`config.mk`:
```
export PLATFORM = sky130hd
export DESIGN_NAME = aes_sbox_engine_128
export DESIGN_NICKNAME = d
export VERILOG_FILES = /design/src/rtl/aes_sbox_engine_128.sv
export SDC_FILE = /design/constraint.sdc
export NUM_CORES = 2
export LEC_CHECK = 0
export ABC_CLOCK_PERIOD_IN_PS = 52100
export BUFFER_PORTS_ARGS = -buffer_cell sky130_fd_sc_hd__buf_4
export CORE_MARGIN = 2
export CORE_UTILIZATION = 40
export CTS_CLUSTER_SIZE = 12
export DETAILED_ROUTE_END_ITERATION = 10
export PLACE_DENSITY = 0.61
export SYNTH_ARGS = -nofsm -noshare
export SYNTH_HDL_FRONTEND = slang
export SYNTH_SLANG_ARGS = --single-unit
export TNS_END_PERCENT = 20
```
`constraint.sdc`:
```
create_clock -name clk -period 52.1 [get_ports clk]
set_input_delay 7.815 -clock clk [delete_from_list [all_inputs] [get_ports clk]]
set_output_delay 7.815 -clock clk [all_outputs]
set_load 0.02 [all_outputs]
```
`src/rtl/aes_sbox_engine_128.sv`:
```
// aes_sbox_engine_128
//   Time-multiplexed AES byte-substitution engine. One 128-bit state is
//   accepted per transaction and pushed through LANES S-box lanes over
//   PASSES = 16/LANES passes, forward (SubBytes) or inverse (InvSubBytes)
//   as selected at accept time.
//
// Ports
//   clk        rising-edge clock
//   rst        synchronous active-high reset
//   in_valid   upstream offers a state
//   in_ready   engine accepts a state this cycle
//   in_inv     0 = forward S-box, 1 = inverse S-box (sampled at accept)
//   in_data    input state, byte i = in_data[8i+7:8i]
//   out_valid  result available
//   out_ready  downstream takes the result
//   out_data   substituted state (holds last result outside DONE)
//   busy       high while passes are running
//
// Build option
//   AES_SBOX_PIPE_EN  registers the lane lookups before write-back; each
//                     pass then takes two cycles (latency 2*PASSES).
module aes_sbox_engine_128 #(
    parameter int unsigned LANES = 4
) (
    input  logic         clk,
    input  logic         rst,
    input  logic         in_valid,
    output logic         in_ready,
    input  logic         in_inv,
    input  logic [127:0] in_data,
    output logic         out_valid,
    input  logic         out_ready,
    output logic [127:0] out_data,
    output logic         busy
);

    localparam int unsigned PASSES = 16 / LANES;
    localparam int unsigned CW     = (PASSES > 1) ? $clog2(PASSES) : 1;

    if (!(LANES == 1 || LANES == 2 || LANES == 4 || LANES == 8 || LANES == 16)) begin : g_lanes_check
        $error("aes_sbox_engine_128: LANES must be 1, 2, 4, 8 or 16");
    end

    typedef enum logic [1:0] {IDLE, BUSY, DONE} state_e;

    state_e               state_q;
    logic [CW-1:0]        cnt_q;
    logic [127:0]         work_q;
    logic [127:0]         work_d;
    logic [127:0]         out_q;
    logic                 mode_q;
    logic                 out_valid_q;
    logic [LANES*8-1:0]   lane_vec;
    logic [LANES*8-1:0]   lane_out;
    logic [LANES*8-1:0]   wr_lanes;
    logic                 commit;
    logic                 last_pass;
    logic                 accept;

    // GF(2^8) multiply modulo x^8 + x^4 + x^3 + x + 1
    function automatic logic [7:0] gf_mul(input logic [7:0] a, input logic [7:0] b);
        logic [7:0] p;
        logic [7:0] aa;
        logic [7:0] bb;
        p  = '0;
        aa = a;
        bb = b;
        for (int unsigned i = 0; i < 8; i++) begin
            if (bb[0]) p = p ^ aa;
            aa = {aa[6:0], 1'b0} ^ (aa[7] ? 8'h1b : 8'h00);
            bb = bb >> 1;
        end
        return p;
    endfunction

    // Multiplicative inverse as a^254 (maps 0 to 0), square-and-multiply
    // over the exponent bits 1111_1110 from the MSB down.
    function automatic logic [7:0] gf_inv(input logic [7:0] a);
        logic [7:0] r;
        r = 8'h01;
        for (int unsigned i = 0; i < 8; i++) begin
            r = gf_mul(r, r);
            if (i < 7) r = gf_mul(r, a);
        end
        return r;
    endfunction

    function automatic logic [7:0] rotl(input logic [7:0] b, input int unsigned n);
        logic [15:0] t;
        t = {b, b} << n;
        return t[15:8];
    endfunction

    // One inversion per lane is shared by both directions:
    // forward = affine(inv(x)), inverse = inv(inv_affine(x)).
    function automatic logic [7:0] sub_byte(input logic [7:0] x, input logic inv);
        logic [7:0] pre;
        logic [7:0] g;
        pre = inv ? (rotl(x, 6) ^ rotl(x, 3) ^ rotl(x, 1) ^ 8'h05) : x;
        g   = gf_inv(pre);
        return inv ? g : (g ^ rotl(g, 1) ^ rotl(g, 2) ^ rotl(g, 3) ^ rotl(g, 4) ^ 8'h63);
    endfunction

    assign in_ready  = (state_q == IDLE) || (state_q == DONE && out_ready);
    assign accept    = in_valid && in_ready;
    assign busy      = (state_q == BUSY);
    assign out_valid = out_valid_q;
    assign out_data  = out_q;
    assign last_pass = (cnt_q == CW'(PASSES - 1));

    // Bytes for the current pass, selected by the pass counter
    if (PASSES == 1) begin : g_sel_all
        assign lane_vec = work_q;
    end else begin : g_sel_pass
        logic [LANES*8-1:0] slice [PASSES];
        for (genvar p = 0; p < PASSES; p++) begin : g_slice
            assign slice[p] = work_q[p*LANES*8 +: LANES*8];
        end
        assign lane_vec = slice[cnt_q];
    end

    for (genvar l = 0; l < LANES; l++) begin : g_lane
        assign lane_out[8*l +: 8] = sub_byte(lane_vec[8*l +: 8], mode_q);
    end

`ifdef AES_SBOX_PIPE_EN
    logic               phase_q;
    logic [LANES*8-1:0] stage_q;
    assign wr_lanes = stage_q;
    assign commit   = phase_q;
`else
    assign wr_lanes = lane_out;
    assign commit   = 1'b1;
`endif

    // In-place write-back of the current pass into the work register
    for (genvar b = 0; b < 16; b++) begin : g_wr
        assign work_d[8*b +: 8] = (cnt_q == CW'(b / LANES)) ? wr_lanes[8*(b % LANES) +: 8]
                                                            : work_q[8*b +: 8];
    end

    always_ff @(posedge clk) begin
        if (rst) begin
            state_q     <= IDLE;
            cnt_q       <= '0;
            work_q      <= '0;
            out_q       <= '0;
            mode_q      <= 1'b0;
            out_valid_q <= 1'b0;
`ifdef AES_SBOX_PIPE_EN
            phase_q     <= 1'b0;
            stage_q     <= '0;
`endif
        end else begin
            case (state_q)
                IDLE: begin
                end
                BUSY: begin
`ifdef AES_SBOX_PIPE_EN
                    phase_q <= ~phase_q;
                    if (!phase_q) stage_q <= lane_out;
`endif
                    if (commit) begin
                        work_q <= work_d;
                        if (last_pass) begin
                            state_q     <= DONE;
                            out_valid_q <= 1'b1;
                            out_q       <= work_d;
                        end else begin
                            cnt_q <= cnt_q + 1'b1;
                        end
                    end
                end
                DONE: begin
                    if (out_ready) begin
                        out_valid_q <= 1'b0;
                        state_q     <= IDLE;
                    end
                end
                default: state_q <= IDLE;
            endcase
            // Accept overrides the DONE->IDLE return to give back-to-back
            if (accept) begin
                work_q  <= in_data;
                mode_q  <= in_inv;
                cnt_q   <= '0;
                state_q <= BUSY;
`ifdef AES_SBOX_PIPE_EN
                phase_q <= 1'b0;
`endif
            end
        end
    end

endmodule

```
==> results.toml <==
[detailed_routing]
drc_errors = 0
wl_per_cell_um = 22.91
drtIter0Drc = 6636
drtAntennaViolNets = 0
vias = 63930
first_pass_iters = 7
routed_via_density = 5.939
finalWirelength_um = 246600

[clocking]
cts_resized = 0
insertion_delay_ns = 0.58
clk_pin_slew_ns = 0.06
clockBufferDepth = 3
postCtsSetupBuffers = 0
h-tree-depth = 2
clockRootBuffer = "clkbuf_16"
numCtsBuffers = 34
cts_hold_buf = 0
cts_tree = "built"
cts_sinks = 262

[timing]
max_freq_ghz = 0.03276
finalMaxSlewViolations = 0
period_share_pct = 58.60
final.setup.tns_ns = 0
tightest_slew_ns = 1.334
finalSetupViolCount = 0
rsz0062_at_grt = "false"
finalHoldViolCount = 0
relSlewSlack_pct = 10.77
fin_crit_ns = 30.53
skew_ns = 0.03660

[worst_hold_path]
whs_path_depth = 2
hold_class = "register to register"

[worst_setup_path]
critPathSlowestCell = "xnor3_1"
worst-path-max-fanout = 31
cp-start-kind = "register"
critPathKind = "register to register"
r2r_cells = 81
cpMostUsedCell = "xnor2_1"
end_kind = "register"
arrival_ns = 30.92
cpPeakStageDelay_ns = 1.06
critPathRequiredTime_ns = 52.49

[layout]
final_nets = 8662
syn_to_final_growth_pct = 6.207
drive_gt1_share_pct = 10.67
fin_cells = 10760
final_core_util_pct = 42.69

[synthesis]
syn_nets = 8859
seq_area_frac_synth_pct = 7.624
synth_edf_count = 0
async_reset_ff_share_pct = 0
syn_avg_cell_area_um2 = 7.913
synth_cells = 8694
synth_top_cell_area_share_pct = 18.14
synth_top_family_by_area = "XOR/XNOR gates"
synth_flop_cell = "dfxtp_1"
yosys.area.top_type = "xnor2_1"
synth.distinct_cells = 137
ys_seq_elements = 262
syn-cell-area_um2 = 68800
synthSimpleGateAreaFrac_pct = 18.10
synth-compound-area-share_pct = 17.56
synthAdderAreaFrac_pct = 0.5820
yosysWarnings = 0
synthMuxAreaShare_pct = 6.120
ys_top_cells_by_area = "xnor2_1, xnor3_1, dfxtp_1"
synth_xor_area_share_pct = 44.63

[floorplan]
core_um2 = 171200
pin_count = 264
std_cell_rows = 152
die_area_um2 = 175300
initial_core_util_pct = 40.19
die_w_um = 418.7
fp.dieH_um = 418.7

[global_routing]
antenna_found_initial = 18
grt_pass1_wl_um = 372800
grt.total_usage_pct = 26.94
grt_max_degree = 94
grt_pass1_vias = 60170
overflow = 0

[outcome]
status = "finished, final reports clean"

[place]
place_inst = 10690
hpwl_um = 175800
routabilityCongestion = 0.9651
io_buffer_count = 263

[job]
cap_violations = 0
[layout make-up]
class                      instances  area [um^2]
tap                             2233         2794
inverter                         100        380.4
fill                           17180        98100
sequential                       262         5256
clock buffer                      43        935.9
antenna                           11        27.53
timing repair buffer             439         3303
multi-input combinational       7660        60190
clock inverter                    16        180.2
[cell usage in the layout, fill, tap and decap left out, types with 151 or more instances in the layout]
| master | Yosys | final |
|---|---|---|
| a21oi_1 | 558 | 554 |
| a22oi_1 | 166 | 166 |
| buf_4 | 79 | 438 |
| dfxtp_1 | 262 | 259 |
| mux2i_1 | 243 | 237 |
| nand2_1 | 923 | 922 |
| nand3_1 | 151 | 151 |
| nor2_1 | 1230 | 1221 |
| nor3_1 | 154 | 154 |
| o21ai_0 | 282 | 282 |
| xnor2_1 | 1425 | 1421 |
| xnor3_1 | 384 | 384 |
| xor2_1 | 492 | 492 |
[sequential cells by signal, summed over array words and instances, names as in the netlist]
name       cells
work_q       128
out_valid      1
cnt_q          2
state_q        2
out_data     128
mode_q         1
[through the flow]
stage               hold slack [ns]  area (um^2)  setup slack [ns]
CTS                          0.4544        73040             21.65
floorplan                    0.4518        68800             25.56
global placement             0.4468        71930             22.17
detailed placement           0.4478        71930             21.76
global route                 0.4744        73070             19.53
finish                       0.4546        73070             21.57
[routing by layer]
| metal | GRT usage, % | up-vias | routed length, um |
|---|---|---|---|
| met5 | 0 | - | 39 |
| met4 | 15.88 | 6 | 15920 |
| met3 | 3.247 | 535 | 17140 |
| met2 | 42.82 | 2716 | 111900 |
| met1 | 35.06 | 30930 | 101600 |
| li1 | - | 29740 | - |
[worst paths after layout]
| path | start | endpoint | slack (ns) |
|---|---|---|---|
| max reg2reg | cnt_q[0]$_SDFFE_PP0P_ | out_data[109]$_SDFFE_PP0P_ | 21.57 |
| min | out_data[86]$_SDFFE_PP0P_ | out_data[86]$_SDFFE_PP0P_ | 0.45 |
| min reg2reg | out_data[86]$_SDFFE_PP0P_ | out_data[86]$_SDFFE_PP0P_ | 0.45 |
| max | cnt_q[0]$_SDFFE_PP0P_ | out_data[109]$_SDFFE_PP0P_ | 21.57 |
[worst max-delay path, delay by kind of cell, from the launching register on]
kind / cells / cell delay, ns
adder cells (fa/ha/maj): 5 / 2.49
AND/OR/NAND/NOR: 12 / 1.74
AO/OA/AOI/OAI: 11 / 2.17
XOR/XNOR: 45 / 20.58
flip-flops: 1 / 0.51
buffers and inverters: 4 / 1.55
multiplexers: 4 / 1.18
[synthesized netlist by cell type (25+ instances only)]
cell         n
nand3_1    151
a211oi_1    99
ha_1        32
xnor3_1    384
o211ai_1    64
nand2_1    923
xnor2_1   1425
xor3_1     100
clkbuf_1   330
buf_1       54
xor2_1     492
o21ai_1     33
a21oi_1    558
o22ai_1    119
o221ai_1    38
a211o_1     25
inv_1       75
a31oi_1     52
nor3_1     154
o21a_1      25
and2_1      52
nor2_1    1230
xnor2_2     99
mux2i_1    243
or3_1       37
nor2b_1     37
mux2_2      61
a221oi_1    39
o21ai_0    282
nor3b_1     32
nor4_1      33
nand2b_1    44
buf_4       79
and3_1      47
a21o_1      42
dfxtp_1    262
a22oi_1    166
buf_2      163
mux4_2      28
[logic make-up (layout without fill, tap and decap cells)]
family,after synthesis,after routing
other,0,11
multiplexers,356,356
XOR/XNOR,2559,2559
flip-flops,262,262
AND/OR/NAND/NOR,2878,2878
AO/OA/AOI/OAI,1835,1835
buffers and inverters,772,598
adder cells (fa/ha/maj),32,32
Power is not shown: default switching activity piles up to over one toggle a cycle in this logic, so the estimate is an artifact.
